File: config.mk
export PLATFORM = sky130hd
export DESIGN_NAME = pipeline_latch_chain_flat
export DESIGN_NICKNAME = d
export VERILOG_FILES = /design/src/rtl/pipeline_latch_chain_if.sv /design/src/rtl/pipeline_latch_chain.sv /design/src/flat_wrapper.sv
export SDC_FILE = /design/constraint.sdc
export NUM_CORES = 1
export LEC_CHECK = 0
export BUFFER_PORTS_ARGS = -buffer_cell sky130_fd_sc_hd__buf_4
export CORE_MARGIN = 2
export CORE_UTILIZATION = 45
export CTS_CLUSTER_DIAMETER = 150
export DETAILED_ROUTE_END_ITERATION = 6
export GPL_ROUTABILITY_DRIVEN = 0
export GPL_TIMING_DRIVEN = 0
export PLACE_DENSITY = 0.76
export REMOVE_ABC_BUFFERS = 1
export SYNTH_ARGS = -nofsm -noshare
export SYNTH_HDL_FRONTEND = slang
export SYNTH_SLANG_ARGS = --single-unit
File: constraint.sdc
create_clock -name clk -period 1.6 [get_ports clk]
set_clock_uncertainty 0.15 [all_clocks]
set_input_delay 0.48 -clock clk [delete_from_list [all_inputs] [get_ports clk]]
set_output_delay 0.48 -clock clk [all_outputs]
set_load 0.05 [all_outputs]
File: src/rtl/pipeline_latch_chain_if.sv
// ---------------------------------------------------------------------------
// pipeline_latch_chain_if
//   Bundle of signals between the fetch/hazard side of the WISC core and the
//   inter-stage pipeline register chain.
//
//   master : fetch + hazard unit (drives in_data/in_valid, stall_vec, flush_vec)
//   slave  : pipeline_latch_chain (drives in_ready, stage views, counters)
//
//   in_data     fetch bundle            in_valid    in_data is a real instruction
//   in_ready    chain accepts in_data   stall_vec   per-stage stall request
//   flush_vec   per-stage squash        stage_data  flattened stage bundles
//   stage_valid valid bit per stage     out_data    oldest stage bundle
//   out_valid   oldest stage valid      retire_cnt  retired instructions
//   bubble_cnt  cycles with a stall-inserted bubble
// ---------------------------------------------------------------------------
interface pipeline_latch_chain_if #(
  parameter int WIDTH      = 64,
  parameter int NUM_STAGES = 4,
  parameter int CNT_W      = 16
);
  logic [WIDTH-1:0]            in_data;
  logic                        in_valid;
  logic                        in_ready;
  logic [NUM_STAGES-1:0]       stall_vec;
  logic [NUM_STAGES-1:0]       flush_vec;
  logic [NUM_STAGES*WIDTH-1:0] stage_data;
  logic [NUM_STAGES-1:0]       stage_valid;
  logic [WIDTH-1:0]            out_data;
  logic                        out_valid;
  logic [CNT_W-1:0]            retire_cnt;
  logic [CNT_W-1:0]            bubble_cnt;

  modport master (
    output in_data, in_valid, stall_vec, flush_vec,
    input  in_ready, stage_data, stage_valid, out_data, out_valid,
           retire_cnt, bubble_cnt
  );

  modport slave (
    input  in_data, in_valid, stall_vec, flush_vec,
    output in_ready, stage_data, stage_valid, out_data, out_valid,
           retire_cnt, bubble_cnt
  );
endinterface

File: src/rtl/pipeline_latch_chain.sv
// ---------------------------------------------------------------------------
// pipeline_latch_chain
//   Parametrised chain of inter-stage pipeline registers for the 16-bit WISC
//   core. Stage 0 is the youngest (IF/ID), stage NUM_STAGES-1 the oldest
//   (MEM/WB). Each stage carries an opaque WIDTH-bit bundle plus a valid bit.
//
//   A stall at stage i freezes stages 0..i; the first non-held stage above a
//   held one receives a bubble. A flush at stage i squashes stages 0..i and
//   the fetch input; a held stage inside the squash zone stays held but turns
//   invalid. Invalid slots always carry all-zero data.
//
//   Ports:
//     clk    rising-edge clock
//     rst_n  asynchronous active-low reset
//     bus    pipeline_latch_chain_if.slave (see interface header)
// ---------------------------------------------------------------------------
module pipeline_latch_chain #(
  parameter int WIDTH      = 64,
  parameter int NUM_STAGES = 4,
  parameter int CNT_W      = 16
) (
  input  logic                   clk,
  input  logic                   rst_n,
  pipeline_latch_chain_if.slave  bus
);

  localparam int LAST = NUM_STAGES - 1;

  logic [WIDTH-1:0]      data_q [NUM_STAGES];
  logic [WIDTH-1:0]      data_n [NUM_STAGES];
  logic [NUM_STAGES-1:0] valid_q;
  logic [NUM_STAGES-1:0] valid_n;
  logic [NUM_STAGES-1:0] hold;
  logic [NUM_STAGES-1:0] kill;
  logic                  bubble_any;
  logic                  retire_fire;
  logic [CNT_W-1:0]      retire_q;
  logic [CNT_W-1:0]      bubble_q;

  // hold/kill are suffix-ORs: a request at stage k affects every younger stage.
  always_comb begin : suffix_or
    logic h_acc;
    logic k_acc;
    // NOTE: every always_comb output gets a default before any branch, so no
    // path leaves a variable unassigned and no latch is inferred.
    hold  = '0;
    kill  = '0;
    h_acc = 1'b0;
    k_acc = 1'b0;
    for (int j = LAST; j >= 0; j--) begin
      h_acc   = h_acc | bus.stall_vec[j];
      k_acc   = k_acc | bus.flush_vec[j];
      hold[j] = h_acc;
      kill[j] = k_acc;
    end
  end

  always_comb begin : next_state
    valid_n    = '0;
    bubble_any = 1'b0;
    for (int j = 0; j < NUM_STAGES; j++) data_n[j] = '0;

    // Stage 0: hold, or take the fetch bundle.
    if (hold[0]) begin
      valid_n[0] = valid_q[0] & ~kill[0];
      data_n[0]  = data_q[0];
    end else begin
      valid_n[0] = bus.in_valid & ~kill[0];
      data_n[0]  = bus.in_data;
    end

    // Older stages: hold, bubble behind a held younger stage, or advance.
    for (int j = 1; j < NUM_STAGES; j++) begin
      if (hold[j]) begin
        valid_n[j] = valid_q[j] & ~kill[j];
        data_n[j]  = data_q[j];
      end else if (hold[j-1]) begin
        valid_n[j] = 1'b0;
        bubble_any = 1'b1;
      end else begin
        valid_n[j] = valid_q[j-1] & ~kill[j-1];
        data_n[j]  = data_q[j-1];
      end
    end

    // Squashed and empty slots read as all-zero.
    for (int j = 0; j < NUM_STAGES; j++) begin
      if (!valid_n[j]) data_n[j] = '0;
    end
  end

  assign retire_fire = valid_q[LAST] & ~bus.stall_vec[LAST];

  // NOTE: sequential state uses non-blocking assignments only, so every
  // register sees the pre-edge value of its neighbour and the chain shifts
  // by exactly one stage per edge.
  always_ff @(posedge clk or negedge rst_n) begin
    if (!rst_n) begin
      // NOTE: the stage data array is reset too, not just the valid bits,
      // because empty slots must read all-zero right out of reset.
      for (int j = 0; j < NUM_STAGES; j++) data_q[j] <= '0;
      valid_q  <= '0;
      retire_q <= '0;
      bubble_q <= '0;
    end else begin
      for (int j = 0; j < NUM_STAGES; j++) data_q[j] <= data_n[j];
      valid_q <= valid_n;
      if (retire_fire) retire_q <= retire_q + CNT_W'(1);
      if (bubble_any)  bubble_q <= bubble_q + CNT_W'(1);
    end
  end

  always_comb begin : flatten
    bus.stage_data = '0;
    for (int j = 0; j < NUM_STAGES; j++) begin
      bus.stage_data[j*WIDTH +: WIDTH] = data_q[j];
    end
  end

  assign bus.in_ready    = ~hold[0];
  assign bus.stage_valid = valid_q;
  assign bus.out_data    = data_q[LAST];
  assign bus.out_valid   = valid_q[LAST];
  assign bus.retire_cnt  = retire_q;
  assign bus.bubble_cnt  = bubble_q;

endmodule

File: src/flat_wrapper.sv
// flat-port wrapper written by rule: the top's interface ports become plain ports
module pipeline_latch_chain_flat 
#(
  parameter int WIDTH      = 64,
  parameter int NUM_STAGES = 4,
  parameter int CNT_W      = 16
)
  (clk, rst_n, bus_in_data, bus_in_valid, bus_stall_vec, bus_flush_vec, bus_in_ready, bus_stage_data, bus_stage_valid, bus_out_data, bus_out_valid, bus_retire_cnt, bus_bubble_cnt);
  pipeline_latch_chain_if #(.WIDTH(WIDTH), .NUM_STAGES(NUM_STAGES), .CNT_W(CNT_W)) bus_i ();
  input  logic clk;
  input  logic rst_n;
  input wire logic [$bits(bus_i.in_data)-1:0] bus_in_data;
  input wire logic [$bits(bus_i.in_valid)-1:0] bus_in_valid;
  input wire logic [$bits(bus_i.stall_vec)-1:0] bus_stall_vec;
  input wire logic [$bits(bus_i.flush_vec)-1:0] bus_flush_vec;
  output wire logic [$bits(bus_i.in_ready)-1:0] bus_in_ready;
  output wire logic [$bits(bus_i.stage_data)-1:0] bus_stage_data;
  output wire logic [$bits(bus_i.stage_valid)-1:0] bus_stage_valid;
  output wire logic [$bits(bus_i.out_data)-1:0] bus_out_data;
  output wire logic [$bits(bus_i.out_valid)-1:0] bus_out_valid;
  output wire logic [$bits(bus_i.retire_cnt)-1:0] bus_retire_cnt;
  output wire logic [$bits(bus_i.bubble_cnt)-1:0] bus_bubble_cnt;
  assign bus_i.in_data = bus_in_data;
  assign bus_i.in_valid = bus_in_valid;
  assign bus_i.stall_vec = bus_stall_vec;
  assign bus_i.flush_vec = bus_flush_vec;
  assign bus_in_ready = bus_i.in_ready;
  assign bus_stage_data = bus_i.stage_data;
  assign bus_stage_valid = bus_i.stage_valid;
  assign bus_out_data = bus_i.out_data;
  assign bus_out_valid = bus_i.out_valid;
  assign bus_retire_cnt = bus_i.retire_cnt;
  assign bus_bubble_cnt = bus_i.bubble_cnt;
  pipeline_latch_chain #(.WIDTH(WIDTH), .NUM_STAGES(NUM_STAGES), .CNT_W(CNT_W)) u_core (.clk(clk), .rst_n(rst_n), .bus(bus_i));
endmodule
==> results, run 1 <==
- The flow ran to the end, but the final reports show violations.
- The checks that failed: DRC, hold timing, setup timing.
- The number of pins with negative max-slew slack in the final report is 0.
- Of the total power, registers draw 42.5%.
- In this run, the combinational gates consume 10.4% of the power.
- The final antenna-violating net count is 0.
- The net count of the finished layout is 1833.
- After legalization and detailed placement, the total HPWL measured 25.5 mm.
- For this run, the slowest stage of the critical path takes 610 ps.
- The maximum fanout count along the critical path is 4.
- At the worst endpoint, the arrival time is 2270 ps.
- The number of iterations in the first detailed-routing pass is 7.
- The maximum VDD drop is 803 uV.
- The actual transition at the worst max-transition pin is 1200 ps.
- The total number of placement rows is 59.
- Max-cap violations in this run came to 0.
- The global-route usage over all layers is 38.9%.
- In this run the clock root is driven by a clkbuf_16.
- Detailed routing inserted a total of 13.8k vias.
- The finished layout holds 2115 standard cells, fillers aside.
- The first-pass GRT wire length is 83.5 mm.
- Among all cell types in the netlist, the one instantiated most often is dfrtp_1.
- dfrtp_1 takes more of the synthesized area than any other cell.
- The worst hold path belongs to the class input port to async pin.
- The total clock buffers created by CTS is 34.
- Yosys mapped the design onto 34 distinct sky130hd cell types.
- In this run the deepest clock path goes through 3 buffers.
- Internal power comes to 13.3 mW.
- The detailed router's first-iteration violation count is 1942.
- The routed length per instance is 30.6 um.
- In this run, synthesis inferred 0 flip-flops with an integrated enable.
- The core outline area is 0.0261 mm2.
- The cell leakage power is 10.2 nW.
- For this configuration, the core starts out at a cell density of 45.9%.
- CTS built an H-tree with a depth of 2.
- The total overflow left after global routing is 0.
- Setup repair after global routing could not meet its margin everywhere.
- The filler cells instantiated in the layout total 1154.
- At the worst endpoint, the required time is 1860 ps.
- In the post-synthesis netlist, the biggest area contributors are dfrtp_1 61%, nand3_1 8.2%, a32o_1 5.4%, a22o_1 4.7%, buf_4 4.1%.
- Relative to the synthesized area, the layout overhead comes to 80.3%.
- Sequential cells were found to cover 61.1% of the synthesized design area.
- The die covers 0.0279 mm2.
- The cell area after synthesis is 0.0120 mm2.
- The slowest stage of the critical path is the or4_4 cell.
- In this run the power spent charging and discharging nets is 4.58 mW.
- The end-of-flow core utilization is 82.8%.
- The worst setup path is launched from a flip-flop.
- The average instance in the mapped netlist occupies 11.1 um2.
- The share of synthesized flip-flops with an asynchronous set or reset is 100%.
- The clock tree from TritonCTS is done.
- The worst pin sits at a relative slew slack of 20.2%.
- The critical path in this run is classified as flip-flop to flip-flop.
- The worst hold slack after final layout is -263 ps.
- The die is 167 um tall.
- In the final layout, the share of cells above drive strength 1 is 54.3%.
- The hold violation total from the final report was 50.
- The number of port buffers is 432.
- After clock tree synthesis, the clock-pin slew on the worst setup and hold paths is 70 ps.
- Measured along the x axis, the die boundary spans 167 um.
- The leading register cell type out of synthesis is dfrtp_1.
- The number of top-level design ports is 433.
- The number of placed cells counting well taps is 1714.
- The kind of end point of the critical path is a flip-flop.
- The CTS sink count is 292.
- After synthesis, the most frequently instantiated cells are 292 x dfrtp_1, 196 x nand3_1, 86 x nand2_1, 66 x a21oi_1.
- The least setup slack across all paths after layout is -414 ps.
- The Yosys step of the flow raised 0 warnings.
- The clock network is responsible for 47.1% of the overall power.
- The average via count per standard cell is 6.54.
- The number of antenna violations at the first check in global routing is 1.
- Setup violations remaining at the end of the flow were counted as 566.
- The number of diodes added for antenna fixing is 0.
- Entering global routing, the biggest net connects 123 pins.
- The count of unresolved DRC violations after routing is 1.
- For this run, the top clock speed supported by timing is 0.497 GHz.
- Power spread over the standard cell area amounts to 828 mW/mm2.
- Net switching is 25.7% of the power.
- Dividing the final minimum period by the clock period gives 126%.
- The top cell type by area accounts for 61.1% of the synthesized area.
- The number of global-route vias before repair was 13.7k.
- Walking the worst path, the cells encountered are buf_6 > ha_4 > nand2b_4 > or4_4 > nor2_4 > xor2_1.
- The flip-flop and latch count after synthesis is 292.
- The later pin in the worst-skew pair is clocked with a latency of 520 ps.
- The routed design could run at a clock period as short as 2010 ps.
- For this block, the routed nets add up to 64.7 mm of wire.
- The gate count after technology mapping is 1078.
-- worst max-delay path, delay by kind of cell, from the launching register on --
kind,cells,cell delay [ps]
simple gates,3,790
flops,1,430
fa+ha+maj,1,140
buf+inv,1,130
xor+xnor,1,260
-- registers in the layout, summed over array words and instances, names as in the netlist --
signal / count
u_core.bus.bubble_cnt: 16
u_core.bus.stage_valid: 4
u_core.bus.retire_cnt: 16
u_core.bus.out_data: 64
u_core.bus.stage_data: 192
-- cell usage in the layout (no fill, tap or decap), drive strengths merged, types with 3 or more instances in the layout --
master,n
clkbuf,59
nand2,89
and3,6
nor3,5
dfrtp,292
a22o,64
xnor2,18
nor2,16
xor2,12
inv,3
o21ai,65
buf,792
nand4,5
bufinv,3
nand3,196
clkinv,4
a21oi,66
a32o,64
-- cells by family after synthesis --
logic type / share of synthesized area (%)
xor gates and xnor gates: 2.20
AOI/OAI and AO/OA: 15.6
buffers and inverters: 7.46
muxes: 0.188
DFF: 61.1
adders and majority gates: 0.209
and+or+nand+nor: 13.3
-- cell type report --
| class | count | area [um2] | share of cell area, % |
|---|---|---|---|
| Timing Repair inverter | 2 | 20.0 | 0.0928 |
| Multi-Input combinational cell | 625 | 4340 | 20.1 |
| Inverter | 2 | 33.8 | 0.157 |
| Clock inverter | 6 | 109 | 0.505 |
| Clock buffer | 54 | 1070 | 4.96 |
| Sequential cell | 292 | 7340 | 34.0 |
| Tap cell | 335 | 419 | 1.94 |
| Timing Repair Buffer | 799 | 8240 | 38.2 |
-- per-stage QoR --
step	cell area (um2)	TNS [ps]	total power, mW	worst slack (ps)
2_1_floorplan	11100	-1066970	8.16	-6210
3_3_place_gp	14700	-2705860	8.74	-12090
3_5_place_dp	15300	-243550	8.81	-1680
4_1_cts	20700	-51840	17.2	-311
5_1_grt	21600	-84150	18.2	-411
6_report	21600	-76200	17.9	-414
-- final timing paths --
check	end	slack, ps	start	cells past startpoint
max in group asynchronous	u_core.bus.out_data[23]	500	rst_n	2
hold reg to reg	u_core.bus.stage_data[187]	400	u_core.bus.stage_data[187]	1
setup / recovery	u_core.bus.bubble_cnt[12]	-410	u_core.bus.bubble_cnt[1]	6
min in group clk	u_core.bus.stage_data[45]	100	bus_in_data[45]	3
setup reg to reg	u_core.bus.bubble_cnt[12]	-410	u_core.bus.bubble_cnt[1]	6
hold / removal	u_core.bus.out_data[58]	-260	rst_n	1
-- layer usage --
layer,global-route usage (%),vias to the layer above,share of wire [%]
li1,-,5186,-
met1,46.4,6724,32
met2,64.0,1478,46
met3,10.6,451,14
met4,21.3,0,7.9
met5,0,-,0
-- power by group through the flow --
stage	combinational, mW	clock [mW]	sequential (mW)
after floorplan	0.207	0	7.95
after global placement	1.04	0	7.70
after detailed placement	1.10	0	7.71
after CTS	1.44	8.17	7.57
after global routing	1.89	8.70	7.59
final	1.86	8.41	7.60
-- what timing repair did --
action,in CTS,in global routing
pin swaps,52,38
endpoints found under the setup margin,630,626
gates cloned,12,7
gates resized for setup,488,120
hold endpoints to repair,50,50
buffers inserted,288,41
Note: power is estimated with default switching activity, not from simulation.
==> run 2: changes to the inputs <==
--- a/config.mk
+++ b/config.mk
@@ -6,13 +6,13 @@
 export NUM_CORES = 1
 export LEC_CHECK = 0
 export BUFFER_PORTS_ARGS = -buffer_cell sky130_fd_sc_hd__buf_4
-export CORE_MARGIN = 2
-export CORE_UTILIZATION = 45
+export CORE_AREA = 2 2 168 170
 export CTS_CLUSTER_DIAMETER = 150
 export DETAILED_ROUTE_END_ITERATION = 6
+export DIE_AREA = 0 0 170 172
 export GPL_ROUTABILITY_DRIVEN = 0
 export GPL_TIMING_DRIVEN = 0
-export PLACE_DENSITY = 0.76
+export PLACE_DENSITY = 0.72
 export REMOVE_ABC_BUFFERS = 1
 export SYNTH_ARGS = -nofsm -noshare
 export SYNTH_HDL_FRONTEND = slang
==> constraint.sdc (replaced) <==
create_clock -name clk -period 2 [get_ports clk]
set_clock_uncertainty 0.15 [all_clocks]
set_input_delay 0.6 -clock clk [delete_from_list [all_inputs] [get_ports clk]]
set_output_delay 0.6 -clock clk [all_outputs]
set_load 0.05 [all_outputs]
==> results, run 2 (synthesized netlist as in run 1, its figures left out) <==
- The total die area is 0.0292 mm2.
- The die is 172 um tall.
- The count of unresolved DRC violations after routing is 0.
- Once detailed placement completed, the half-perimeter wirelength came to 25.3 mm.
- The maximum fanout count along the critical path is 4.
- The level count of the clock H-tree is 1.
- After floorplanning, the core was divided into 61 placement rows.
- The detailed router's first-iteration violation count is 895.
- The power per cell area is 758 mW/mm2.
- STA classifies the critical path endpoint as an output port.
- Counting along the longest clock path gives a buffer depth of 3.
- The number of clock buffers added by TritonCTS is 30.
- After layout, the worst path uses 102% of the clock period.
- The floorplan step set the die width to 170 um.
- The final standard cell area without fillers is 0.0167 mm2.
- The detail route stage leaves a number of antenna-violating nets equal to 0.
- The core region is 0.0275 mm2.
- Headroom to the max-slew limit came out at 35.4%.
- The least setup slack across all paths after layout is -39.1 ps.
- The final count of negative-setup-slack endpoints is 2.
- The average via count per standard cell is 5.79.
- The delay of the slowest cell on the worst path is 550 ps.
- The clock net in this run drives a total of 292 sinks.
- STA classifies the critical path startpoint as a flip-flop.
- In the global route stage, overall resource usage came out at 27.2%.
- The number of antenna violations at the first check in global routing came to 0.
- The first-pass GRT wire length is 61.2 mm.
- The number of flip-flops under the largest register name is 192.
- The critical-path cell with the highest stage delay is dfrtp_4.
- Leaving out fill and tap cells, the most frequent cells in the layout are 434 x buf_4, 281 x dfrtp_1, 196 x nand3_1.
- The remaining global-route overflow is 0.
- The setup path with the least slack is of type flip-flop to output port.
- Clock-pin slew was measured on the worst setup and hold paths at 60 ps.
- The run finished, with violations left.
- The maximum VDD drop is 612 uV.
- The number of port buffers is 432.
- The initial standard-cell utilization of the core is 43.5%.
- Among cell families on the critical path, the largest total delay comes from flip-flops.
- The number of maximum-capacitance constraint violations is 0.
- The critical path goes through buf_12.
- For the worst setup path, the data arrival time is 1290 ps.
- The number of pins with negative max-slew slack in the final report is 0.
- The checks that failed: setup timing.
- The count of buffering cells on the critical path with inverters included is 1.
- Setup repair after global routing could not meet its margin everywhere.
- The cell leakage power is 8.01 nW.
- The root buffer selected by CTS is clkbuf_16.
- After the last flow step, the layout net total stands at 1513.
- Summing all placed instances gives a cell area of 0.0153 mm2.
- The area growth from synthesis to layout is 39.3%.
- The library cell used most frequently in the layout, excluding fill and tap cells, is buf_4.
- The via count is 10.4k.
- The pin count of the biggest net entering global routing is 123.
- The fmax is 0.490 GHz.
- The filler cell count is 2265.
- The routed length per instance is 23.5 um.
- 433 I/O pins were placed.
- 0 antenna diodes ended up in the layout.
- The number of global-route vias before repair is 10.2k.
- The hold violation total from the final report came to 0.
- For the pin with the worst max-slew slack, the measured transition is 969 ps.
- The minimum clock period is 2040 ps.
- The routed wire length is 42.4 mm.
- TritonCTS built the clock tree.
- The share of layout cells above drive strength 1 is 38.6%.
- After routing, the total negative slack on setup checks comes to -56.5 ps.
- In this run the worst hold path is classified as input port to flip-flop.
- The first detailed-routing pass ran for 5 iterations.
- The clock latency reported for the late side of the worst-skew pair is 560 ps.
- For the worst setup path, the data required time is 1250 ps.
run 2: cell types whose count changed in the layout (fill, tap and decap cells not counted), sizes merged:
cell	previous run	this run
buf	792	481
clkbuf	59	43
clkinv	4	7
clkinvlp	0	3
bufbuf	2	1
bufinv	3	2
dlygate4sd3	0	1
inv	3	4
nand2	89	88
run 2: worst paths after layout:
path                                      startpoint                         end  slack [ps]  depth (start not counted)
setup / recovery           u_core.bus.stage_valid[0]          bus_stage_valid[0]         -40                          1
hold / removal                       bus_in_data[32]   u_core.bus.stage_data[32]         160                          3
setup reg to reg           u_core.bus.stage_valid[1]   u_core.bus.stage_data[94]         120                          7
hold reg to reg            u_core.bus.bubble_cnt[15]   u_core.bus.bubble_cnt[15]         340                          1
max in group asynchronous                      rst_n  u_core.bus.stage_data[152]         260                          3
min in group asynchronous                      rst_n      u_core.bus.out_data[5]         420                          2
run 2: routing by layer:
| layer | GRT usage (%) | part of all wire [%] | vias up |
|---|---|---|---|
| met2 | 46.5 | 49 | 519 |
| met3 | 5.75 | 8.7 | 90 |
| li1 | - | - | 4534 |
| met5 | 0 | 0 | - |
| met1 | 34.6 | 39 | 5305 |
| met4 | 8.77 | 3.4 | 0 |
run 2: through the flow:
step           total power [mW]  utilization, %  worst slack (ps)  cells  hold WS, ps
5_1_grt                    13.0            60.6             -68.2   1804          155
4_1_cts                    12.7            60.3              -280   1796         87.4
2_1_floorplan              6.53               -             -5930    915          154
3_3_place_gp               6.98            53.7            -10990   1693          312
3_5_place_dp               7.04            55.7             -1800   1725          326
6_report                   12.6            60.6             -39.1   1804          159
run 2: final cells by class:
class | count | area, um2 | area share [%]
multi-input combinational | 624 | 3880 | 23.3
tap | 346 | 433 | 2.60
clock inverter | 11 | 116 | 0.699
timing repair inverter | 3 | 31.3 | 0.188
inverter | 2 | 33.8 | 0.203
sequential | 292 | 7320 | 44.0
clock buffer | 43 | 861 | 5.17
timing repair buffer | 483 | 3980 | 23.9
run 2: where the power goes:
group	total, mW	leakage (nW)	switching (mW)	internal (mW)
clock	5.62	0.473	2.39	3.24
combinational	0.935	3.49	0.628	0.307
sequential	6.07	4.05	0.0921	5.97
run 2: repair_timing:
action,4_1_cts,5_1_grt
hold buffers,1,0
endpoints found under the hold margin,50,0
cloned,4,3
endpoints found under the setup margin,178,69
buffers inserted,12,8
pin swaps,3,4
gates resized for setup,33,17
==> run 3: changes to the inputs <==
--- a/config.mk
+++ b/config.mk
@@ -7,6 +7,7 @@
 export LEC_CHECK = 0
 export BUFFER_PORTS_ARGS = -buffer_cell sky130_fd_sc_hd__buf_4
 export CORE_AREA = 2 2 168 170
+export CTS_BUF_LIST = sky130_fd_sc_hd__clkbuf_16
 export CTS_CLUSTER_DIAMETER = 150
 export DETAILED_ROUTE_END_ITERATION = 6
 export DIE_AREA = 0 0 170 172
==> results, run 3 (synthesized netlist as in run 1, its figures left out) <==
- The flow ran to the end, but the final reports show violations.
- The final reports fail on setup timing.
- Summing all multi-input logic gate instances after layout gives 0.00388 mm2.
- Entering global routing, the biggest net connects 123 pins.
- The CTS sink count is 292.
- The root buffer selected by CTS is clkbuf_16.
- The number of top-level design ports is 433.
- The number of global-route vias before repair was 10.2k.
- The delay of the slowest cell on the worst path is 550 ps.
- The analysis attributes to cell leakage a power of 8.02 nW.
- The kind of start point of the critical path is a flip-flop.
- The count of unresolved DRC violations after routing is 0.
- The routed length on met2 is 20.9 mm.
- The level count of the clock H-tree is 1.
- Summing internal, switching and leakage power gives 12.4 mW.
- The initial standard-cell utilization of the core is 43.5%.
- Derived from the worst setup path, the maximum achievable clock frequency is 0.489 GHz.
- The number of buffers and inverters on the critical path is 1.
- The number of pins with negative max-slew slack in the final report is 0.
- Subtracting the final worst setup slack from the clock period gives 2050 ps.
- Before antenna repair, the detailed router went through 5 iterations.
- The footprint of the flip-flops and latches is 0.00732 mm2.
- Input and output buffers added on the ports amount to 432.
- The relative max-transition margin is 36.9%.
- The die covers 0.0292 mm2.
- In the layout the commonest cells are 435 x buf_4, 282 x dfrtp_1, 196 x nand3_1.
- The number of flip-flops under the largest register name is 192.
- Clock-pin slew was measured on the worst setup and hold paths at 70 ps.
- Counting the fill cells in the layout gives 2272.
- Across every metal layer, demand over resource in global routing totals 27.1%.
- The final antenna-violating net count is 0.
- The detailed router put a total of 16.4 mm of wire on met1.
- The critical path goes through buf_12.
- The maximum fanout count along the critical path is 4.
- Setup repair after global routing could not meet its margin everywhere.
- After detailed routing, no signal wire sits above met4.
- Setup slack on the critical path of the routed design comes to -46.1 ps.
- The hold violation total from the final report came to 0.
- The floorplan has 61 rows.
- Detailed placement finished with a half-perimeter wire length of 25.3 mm.
- The end point of the critical path is bus_stage_valid[0].
- The worst setup path is captured at an output port.
- In this run the critical register-to-register path is launched from u_core.bus.bubble_cnt[2].
- The average via count per standard cell is 5.83.
- The number of diodes added for antenna fixing is 0.
- The worst reg2reg path depth is 4.
- Dividing the detail-routed wire length by the instance count gives 23.5 um.
- The worst min-delay path category is input port to flip-flop.
- At the worst endpoint, the required time is 1250 ps.
- The placement-stage worst setup slack is -1800 ps.
- Max-cap violations in this run came to 0.
- The critical-path cell with the highest stage delay is dfrtp_4.
- In this run, CTS created clock tree buffers numbering 30.
- The critical path data arrival time is 1300 ps.
- The library cell used most frequently in the layout, excluding fill and tap cells, is buf_4.
- The routed design uses 3.82 mm of met3 wire.
- The power per cell area is 748 mW/mm2.
- The core outline area is 0.0275 mm2.
- The height of the die is 172 um.
- The routed wire length is 42.4 mm.
- The first-pass GRT wire length is 61.2 mm.
- For the pin with the worst max-slew slack, the measured transition is 946 ps.
- The via count is 10.5k.
- The critical path depth in cells is 1.
- The clock tree from TritonCTS is done.
- The kind of cell with the highest combined delay on the critical path is flip-flops.
- Setup violations remaining at the end of the flow were counted as 2.
- The number of antenna violations at the first check in global routing is 0.
- In the finished design, the share of the clock period the worst path needs comes to 102%.
- The endpoint identified for the worst register-to-register timing path is u_core.bus.bubble_cnt[15].
- The detailed router's first-iteration violation count is 986.
- The final net count is 1513.
- The area growth from synthesis to layout is 38.9%.
- The number of buffers on the longest clock path is 3.
- Tracing the worst setup path back leads to its startpoint at u_core.bus.stage_valid[0].
- The maximum VDD drop is 609 uV.
- Cells with a size suffix above 1 make up 38.3% of the layout.
- The worst setup path is of the flip-flop to output port kind.
- Global routing finished with a remaining overflow of 0.
- The worst setup slack for register-to-register paths is 140 ps.
- The clock reaches the later pin of the worst-skew pair after 560 ps.
- The horizontal die dimension is 170 um.
-- run 3: cell type report --
cell class                      instances  share of cell area (%)
Multi-Input combinational cell        624                    23.4
Inverter                                2                   0.203
Clock buffer                           31                    4.67
Clock inverter                         23                   0.972
Timing Repair inverter                  3                   0.188
Tap cell                              346                    2.61
Sequential cell                       292                    44.1
Timing Repair Buffer                  483                    23.9
-- run 3: repair_timing --
item | in CTS | in global routing
hold endpoints to repair | 50 | 0
buffers inserted | 12 | 8
gates resized for setup | 33 | 15
setup endpoints to repair | 178 | 69
hold buffers | 1 | 0
cloned | 4 | 3
pin swaps | 3 | 4
-- run 3: through the flow --
stage                     hold slack [ps]  instance area (um2)  util, %  setup TNS [ps]  cells
after floorplan                       154                11100        -         -978410    915
after global placement                312                14800     53.7        -2589700   1693
after detailed placement              326                15300     55.7         -167430   1725
after CTS                            87.4                16500     60.1            -396   1796
after global routing                  157                16600     60.4            -171   1804
final                                 158                16600     60.4           -68.3   1804
-- run 3: how the worst min path moves through the flow --
| stage | to | start | slack (ps) | cells after the start |
|---|---|---|---|---|
| after floorplan | u_core.bus.bubble_cnt[0] | rst_n | 150 | 0 |
| after global placement | u_core.bus.bubble_cnt[15] | u_core.bus.bubble_cnt[15] | 310 | 1 |
| after detailed placement | u_core.bus.bubble_cnt[15] | u_core.bus.bubble_cnt[15] | 330 | 1 |
| after CTS | u_core.bus.stage_valid[3] | bus_flush_vec[3] | 90 | 2 |
| after global routing | u_core.bus.stage_data[16] | bus_in_data[16] | 160 | 3 |
| final | u_core.bus.stage_data[16] | bus_in_data[16] | 160 | 3 |
-- run 3: report_power, final --
part | leakage, nW | internal [mW] | switching [mW]
Sequential | 4.05 | 5.97 | 0.0930
Combinational | 3.49 | 0.308 | 0.630
Clock | 0.483 | 3.04 | 2.38
-- run 3: per-layer routing --
layer / vias to the layer above / GRT usage (%)
li1: 4538 / -
met1: 5329 / 35.1
met2: 564 / 46.4
met3: 81 / 5.56
met4: 0 / 7.84
met5: - / 0
